==> src/rtl/apb_master_module.sv <==
// APB requester: turns a valid/ready command into one SETUP/ACCESS transfer with a registered
// response. Optional ACCESS wait timeout is enabled by defining APB_MASTER_TIMEOUT_EN.
module apb_master_module #(
  parameter int unsigned DATA_WIDTH     = 32,
  parameter int unsigned BUS_WIDTH      = 64,
  parameter int unsigned ADDR_WIDTH     = 32,
  parameter int unsigned TIMEOUT_CYCLES = 16,
  localparam int unsigned STRB_W        = BUS_WIDTH / DATA_WIDTH
) (
  input  logic                  clk_i,
  input  logic                  rst_ni,
  input  logic                  cmd_valid_i,
  output logic                  cmd_ready_o,
  input  logic                  cmd_write_i,
  input  logic [ADDR_WIDTH-1:0] cmd_addr_i,
  input  logic [BUS_WIDTH-1:0]  cmd_wdata_i,
  input  logic [STRB_W-1:0]     cmd_strb_i,
  output logic                  rsp_valid_o,
  output logic [BUS_WIDTH-1:0]  rsp_rdata_o,
  output logic                  rsp_err_o,
  output logic                  busy_o,
  output logic                  psel_o,
  output logic                  penable_o,
  output logic                  pwrite_o,
  output logic [ADDR_WIDTH-1:0] paddr_o,
  output logic [BUS_WIDTH-1:0]  pwdata_o,
  output logic [STRB_W-1:0]     pstrb_o,
  input  logic                  pready_i,
  input  logic                  pslverr_i,
  input  logic [BUS_WIDTH-1:0]  prdata_i
);

  typedef enum logic [1:0] {StIdle, StSetup, StAccess} state_e;

  state_e                state_q;
  logic                  cmd_ready_q;
  logic                  rsp_valid_q;
  logic [BUS_WIDTH-1:0]  rsp_rdata_q;
  logic                  rsp_err_q;
  logic                  busy_q;
  logic                  psel_q;
  logic                  penable_q;
  logic                  pwrite_q;
  logic [ADDR_WIDTH-1:0] paddr_q;
  logic [BUS_WIDTH-1:0]  pwdata_q;
  logic [STRB_W-1:0]     pstrb_q;

`ifdef APB_MASTER_TIMEOUT_EN
  localparam int unsigned TmoW = $clog2(TIMEOUT_CYCLES + 1);
  logic [TmoW-1:0] tmo_cnt_q;
`else
  // TIMEOUT_CYCLES has no effect in this build.
  if (TIMEOUT_CYCLES == 0) begin : g_timeout_unused
  end
`endif

  always_ff @(posedge clk_i) begin
    if (!rst_ni) begin
      state_q     <= StIdle;
      cmd_ready_q <= 1'b0;
      rsp_valid_q <= 1'b0;
      rsp_rdata_q <= '0;
      rsp_err_q   <= 1'b0;
      busy_q      <= 1'b0;
      psel_q      <= 1'b0;
      penable_q   <= 1'b0;
      pwrite_q    <= 1'b0;
      paddr_q     <= '0;
      pwdata_q    <= '0;
      pstrb_q     <= '0;
`ifdef APB_MASTER_TIMEOUT_EN
      tmo_cnt_q   <= '0;
`endif
    end else begin
      rsp_valid_q <= 1'b0;
      case (state_q)
        StIdle: begin
          if (cmd_valid_i && cmd_ready_q) begin
            state_q     <= StSetup;
            cmd_ready_q <= 1'b0;
            busy_q      <= 1'b1;
            psel_q      <= 1'b1;
            penable_q   <= 1'b0;
            pwrite_q    <= cmd_write_i;
            paddr_q     <= cmd_addr_i;
            // Reads never expose write data or strobes on the bus.
            pwdata_q    <= cmd_write_i ? cmd_wdata_i : '0;
            pstrb_q     <= cmd_write_i ? cmd_strb_i : '0;
          end else begin
            cmd_ready_q <= 1'b1;
          end
        end
        StSetup: begin
          state_q   <= StAccess;
          penable_q <= 1'b1;
`ifdef APB_MASTER_TIMEOUT_EN
          tmo_cnt_q <= '0;
`endif
        end
        StAccess: begin
          if (pready_i) begin
            state_q     <= StIdle;
            cmd_ready_q <= 1'b1;
            busy_q      <= 1'b0;
            psel_q      <= 1'b0;
            penable_q   <= 1'b0;
            rsp_valid_q <= 1'b1;
            rsp_err_q   <= pslverr_i;
            rsp_rdata_q <= (!pwrite_q && !pslverr_i) ? prdata_i : '0;
`ifdef APB_MASTER_TIMEOUT_EN
          end else if (tmo_cnt_q == TmoW'(TIMEOUT_CYCLES - 1)) begin
            state_q     <= StIdle;
            cmd_ready_q <= 1'b1;
            busy_q      <= 1'b0;
            psel_q      <= 1'b0;
            penable_q   <= 1'b0;
            rsp_valid_q <= 1'b1;
            rsp_err_q   <= 1'b1;
            rsp_rdata_q <= '0;
            tmo_cnt_q   <= '0;
          end else begin
            tmo_cnt_q <= tmo_cnt_q + 1'b1;
`endif
          end
        end
        default: state_q <= StIdle;
      endcase
    end
  end

  assign cmd_ready_o = cmd_ready_q;
  assign rsp_valid_o = rsp_valid_q;
  assign rsp_rdata_o = rsp_rdata_q;
  assign rsp_err_o   = rsp_err_q;
  assign busy_o      = busy_q;
  assign psel_o      = psel_q;
  assign penable_o   = penable_q;
  assign pwrite_o    = pwrite_q;
  assign paddr_o     = paddr_q;
  assign pwdata_o    = pwdata_q;
  assign pstrb_o     = pstrb_q;

endmodule

==> config.mk <==
export PLATFORM = sky130hd
export DESIGN_NAME = apb_master_module
export DESIGN_NICKNAME = d
export VERILOG_FILES = /design/src/rtl/apb_master_module.sv
export SDC_FILE = /design/constraint.sdc
export NUM_CORES = 1
export LEC_CHECK = 0
export ABC_AREA = 0
export CORE_ASPECT_RATIO = 0.9
export CORE_MARGIN = 2
export CORE_UTILIZATION = 35
export DETAILED_ROUTE_END_ITERATION = 10
export HOLD_SLACK_MARGIN = 0.06
export PLACE_DENSITY = 0.75
export SYNTH_ARGS = -nofsm -noshare
export SYNTH_HDL_FRONTEND = slang
export SYNTH_SLANG_ARGS = --single-unit
==> constraint.sdc <==
create_clock -name clk_i -period 1.5 [get_ports clk_i]
set_input_delay 0.15 -clock clk_i [delete_from_list [all_inputs] [get_ports clk_i]]
set_output_delay 0.15 -clock clk_i [all_outputs]
set_load 0.005 [all_outputs]
# After elaboration in Yosys (flattened, before gate mapping)
# Cells that the tools add are included.
[word_totals] regBits=170 latch_bits=0 ramBits=0 rom_bits=0 input_bits=168 out_inout_bits=169 wordCells=44 mem_count=0
[classes] addsub=0 n_mul=0 div=0 order_cmp=0 n_eq_ne=4 n_shift=0 n_mux=15 bitwise=0 n_reduce_logical=14
[ops] op="2-to-1 mux 64 bit" n=2
[ops] op="AND reduction 2 bit" n=5
[ops] op="2-to-1 mux 1 bit" n=6
[ops] op="2-to-1 mux 2 bit" n=3
[ops] op="case mux 2 bit (3 select lines)" n=1
[ops] op="AND reduction 3 bit" n=2
[ops] op="inequality test 2 bit, second input constant" n=2
[ops] op="case mux 1 bit (2 select lines)" n=2
[ops] op="case mux 1 bit (3 select lines)" n=1
[ops] op="nonzero test 3 bit" n=1
[ops] op="== test 2 x 1 -> 1 bit, second input constant" n=1
[ops] op="== test 2 bit, second input constant" n=1
[ops] op="logical AND 1 bit" n=2
[ops] op="logical NOT 1 bit" n=2
[ops] op="logical NOT 2 bit" n=1
[ops] op="nonzero test 2 bit" n=1

# Longest topological paths before layout
[depth] depth_word=3 depth_mapped=8 mapped_depth_nobuf=5

# Least setup slack after synthesis
# No wires, ideal clock.
[synth_path] kind="register -> register" start="register state_q[0]" end="register pwdata_q[36] (netlist: pwdata_o[36])" setup_time_ns=0.076 t_arrival_ns=1.363 required_ns=1.424 path_slack_ns=0.061 stages_incl_launch_ff=8 n_path_buf=2 synth_period_minus_slack_ns=1.439 path_cell_list="dfxtp_1 -> inv_1 -> ha_1 -> nand3_1 -> buf_2 -> clkbuf_1 -> nand2_1 -> a21boi_0"
[synth_between] elab_chain_cells=2
[synth_rtl] item="start: declaration" line="35" text="state_e state_q;"
[synth_rtl] item="start signal: assignment" line="59" text="state_q <= StIdle;"
[synth_rtl] item="start signal: assignment" line="79" text="state_q <= StSetup;"
[synth_rtl] item="start signal: assignment" line="94" text="state_q <= StAccess;"
[synth_rtl] item="logical NOT 2 bit" line="76" text="case (state_q)"
[synth_rtl] item="AND reduction 2 bit (no source line)"
[synth_rtl] item="end signal: assignment" line="87" text="pwdata_q <= cmd_write_i ? cmd_wdata_i : '0;"
[synth_rtl] item="end: declaration" line="45" text="logic [BUS_WIDTH-1:0] pwdata_q;"
# Every way passes these cells.
# A chain may end at the register's enable or synchronous reset.

# Worst setup path in the final report
[layout_path] start="register state_q[1]" end="register pstrb_q[1] (netlist: pstrb_o[1])"
[layout_between] elab_chain_cells=2
[layout_rtl] item="logical NOT 2 bit" line="76"
[layout_rtl] item="AND reduction 2 bit (no source line)"
[layout_rtl] item="end signal: assignment" line="88" text="pstrb_q <= cmd_write_i ? cmd_strb_i : '0;"
[layout_rtl] item="end: declaration" line="46" text="logic [STRB_W-1:0] pstrb_q;"
# Every way passes these cells.

==> flow_summary.json <==
{
  "p_int_mw": 8.51,
  "grt_pass1_wl_mm": 31.5,
  "finalSetupViolCount": 0,
  "yosys_warnings": 0,
  "critPathSlowestCell": "dfxtp_4",
  "nNetsFinal": 1189,
  "gp_congestion": 0.748,
  "cts_sinks": 170,
  "hold_start": "rst_ni",
  "clkTransAtPathRegs_ns": 0.07,
  "timing.rr.end": "pstrb_o[1]",
  "antenna_found_initial": 0,
  "grtUsageTotal_pct": 20.1,
  "drt_pass1_iterations": 5,
  "crit_type": "reg -> reg",
  "drv_slew": 0,
  "htreeDepth": 4,
  "cp.arrival_ns": 1.84,
  "clock-root-buffer": "clkbuf_16",
  "clock_skew_ns": 0.0133,
  "path_delay_family": "simple AND/OR/NAND/NOR gates",
  "startpoint_type": "flop",
  "wire_per_inst_microns": 16.8,
  "antenna_cells": 0,
  "cts.path.max_buffers": 2,
  "synth.avg_cell_area_sq_um": 9.38,
  "grt_max_degree": 68,
  "ir_worst_vdd_v": 0.000755,
  "die_w_microns": 147,
  "grt_pass1_vias": 5887,
  "fmax_ghz": 0.671,
  "tightest_slew_ns": 0.337,
  "p_sw_share_pct": 24.3,
  "vias": 6172,
  "hold_viol": 0,
  "route.met3.wl_mm": 1.85,
  "power_frac_seq_pct": 42.3,
  "netlist_area_sq_um": 6470,
  "combPwrFrac_pct": 14.9,
  "critPathMaxStageDelay_ns": 0.36,
  "drtAntennaViolNets": 0,
  "cap_viol_max_count": 0,
  "holdBufCountCts": 0,
  "drt-total-wl_mm": 21.5,
  "io-pin-count": 337,
  "drc": 0,
  "areaGrowthSynthToFinish_pct": 70.6,
  "synth.distinct_cells": 28,
  "critPathMaxFanout": 7,
  "rows": 47,
  "synth_fp_nets": 861,
  "p_clk_share_pct": 42.8,
  "hold_class": "in -> reg",
  "reg2reg_from": "state_q[1]",
  "rsz0062_at_grt": "true",
  "die_area_sq_um": 19600,
  "cp.required_ns": 1.85,
  "wl_met1_mm": 8.62,
  "top_layer_used": "met4",
  "drive_gt1_share_pct": 10.1,
  "status": "finished, final reports clean",
  "post-route-util_pct": 60.4,
  "final_area_sq_um": 11000,
  "port_buffers": 336,
  "dp.final_hpwl_mm": 14.1,
  "cp_cell_sequence": "inv_4, ha_4, and3_4, clkbuf_16, nand3_1, a21boi_1",
  "initial_core_util_pct": 35.4,
  "cts_buffers": 17,
  "synth_seq_area_share_pct": 52.6,
  "r2r_setup_slack_ns": 0.009,
  "drt-initial-drc-count": 244,
  "min_period_ns": 1.49,
  "relSlewSlack_pct": 77.4,
  "synth_cells": 690,
  "yosys_register_bits": 170,
  "overflow": 0,
  "crit_path_end_kind": "flop",
  "period_share_pct": 99.4,
  "vias_per_cell": 4.84,
  "critPathCapture": "pstrb_o[1]",
  "worst-path-buf-inv": 2,
  "netSwitchingPower_mw": 2.74,
  "die_h_microns": 133,
  "cp.depth": 6,
  "cp-startpoint": "state_q[1]",
  "dr_wl_met2_mm": 10.4,
  "r2r.worst_path.cells": 6,
  "hold_slack_ns": 0.139,
  "p_leak_nw": 3.97,
  "coreArea_sq_um": 18300,
  "clk_latency_ns": 0.42,
  "place_area_sq_um": 10100,
  "power_density_nw_per_um2": 1020,
  "cts_tree": "done"
}
## worst reg2reg max path, delay by kind of cell, from the launching register on
family	cells	cell delay, ns
flops	1	0.36
fa+ha+maj	1	0.19
compound gates	1	0.15
buf+inv	2	0.28
simple gates	2	0.45
## synthesized netlist by cell type
cell / number / area (sq um)
dfxtp_1: 170 / 3400
nand2_1: 138 / 518
nand3_1: 68 / 340
nor2b_1: 65 / 407
a22oi_1: 64 / 480
a21boi_1: 52 / 390
a21boi_0: 39 / 293
clkbuf_1: 25 / 93.8
buf_2: 18 / 90.1
buf_4: 10 / 75.1
a21boi_2: 9 / 101
buf_6: 7 / 78.8
nor2_1: 4 / 15.0
and3_1: 3 / 18.8
ha_1: 3 / 37.5
inv_1: 2 / 7.51
mux2i_1: 2 / 20.0
a211oi_1: 1 / 7.51
a21oi_1: 1 / 5.00
and2_0: 1 / 6.26
and4bb_1: 1 / 12.5
buf_1: 1 / 3.75
buf_12: 1 / 20.0
buf_8: 1 / 15.0
o211a_1: 1 / 10.0
o21ai_0: 1 / 5.00
o221a_2: 1 / 11.3
o31a_1: 1 / 8.76
## power by group through the flow
stage / Sequential, mW / Combinational [mW] / Clock, mW
floorplan: 4.85 / 0.583 / 0
global placement: 4.85 / 1.52 / 0
finish: 4.76 / 1.68 / 4.81
CTS: 4.75 / 1.53 / 4.91
global route: 4.78 / 1.81 / 5.14
detailed placement: 4.85 / 1.53 / 0
## layout by cell type (no fill, tap or decap), types with 2 or more instances in the layout
master / n
nand3_2: 6
dlymetal6s2s_1: 10
buf_12: 10
dfxtp_2: 7
bufinv_16: 4
a22oi_1: 64
a21boi_2: 12
buf_4: 14
clkbuf_16: 23
ha_4: 2
and3_4: 2
a21boi_1: 61
inv_6: 4
mux2i_1: 2
nor2b_1: 65
a21boi_0: 27
clkinvlp_4: 3
inv_8: 2
nor2_1: 4
buf_6: 5
and3_1: 2
nand2_1: 137
clkdlybuf4s50_1: 321
nand3_1: 61
dlygate4sd2_1: 3
dfxtp_1: 162
inv_4: 2
## cell families after synthesis
family	Yosys count	synth area share, %
AO/OA/AOI/OAI	170	20.3
adder cells (fa/ha/maj)	3	0.580
buffers and inverters	65	5.93
flip-flops	170	52.6
multiplexers	2	0.309
AND/OR/NAND/NOR	280	20.3
## final cells by class
class | count | area [sq um]
fill | 1554 | 7240
tap | 245 | 307
multi-input combinational | 457 | 2800
clock inverter | 14 | 209
timing repair buffer | 370 | 3880
clock buffer | 17 | 425
inverter | 2 | 12.5
sequential | 170 | 3420
## timing repair
action | in CTS | in global routing
cloned | 0 | 10
pin swaps | 2 | 32
setup buffers | 0 | 1
resized for setup | 13 | 43
endpoints found under the setup margin | 114 | 159
endpoints found under the hold margin | 0 | 0
## metal layers
layer / global-route usage (%) / vias to the layer above
met5: 0 / -
met4: 7.85 / 0
met3: 8.28 / 34
met2: 33.9 / 262
met1: 22.7 / 2862
li1: - / 3014
## how the worst min path moves through the flow
stage / end / slack, ns / cells after the start
2_1_floorplan: paddr_o[30] / 0.28 / 2
3_3_place_gp: pwdata_o[43] / 0.44 / 2
3_5_place_dp: pwdata_o[19] / 0.44 / 2
4_1_cts: psel_o / 0.13 / 2
5_1_grt: psel_o / 0.14 / 2
6_report: psel_o / 0.14 / 2
## state kept, by name, indices dropped and copies added, names as in the netlist, 2 cells and up
register and count:
pwdata_o 64, rsp_rdata_o 64, state_q 2, pstrb_o 2, paddr_o 32
## stage by stage
| step | power, mW | setup WS (ns) | TNS [ns] | cells |
|---|---|---|---|---|
| 2_1_floorplan | 5.44 | 0.0613 | 0 | 690 |
| 3_3_place_gp | 6.37 | -0.0415 | -0.475 | 1233 |
| 3_5_place_dp | 6.38 | -0.102 | -2.90 | 1233 |
| 4_1_cts | 11.2 | -0.0285 | -0.109 | 1264 |
| 5_1_grt | 11.7 | -0.0430 | -0.679 | 1275 |
| 6_report | 11.3 | 0.00895 | 0 | 1275 |
No activity file was read; power rests on OpenSTA's default activity.
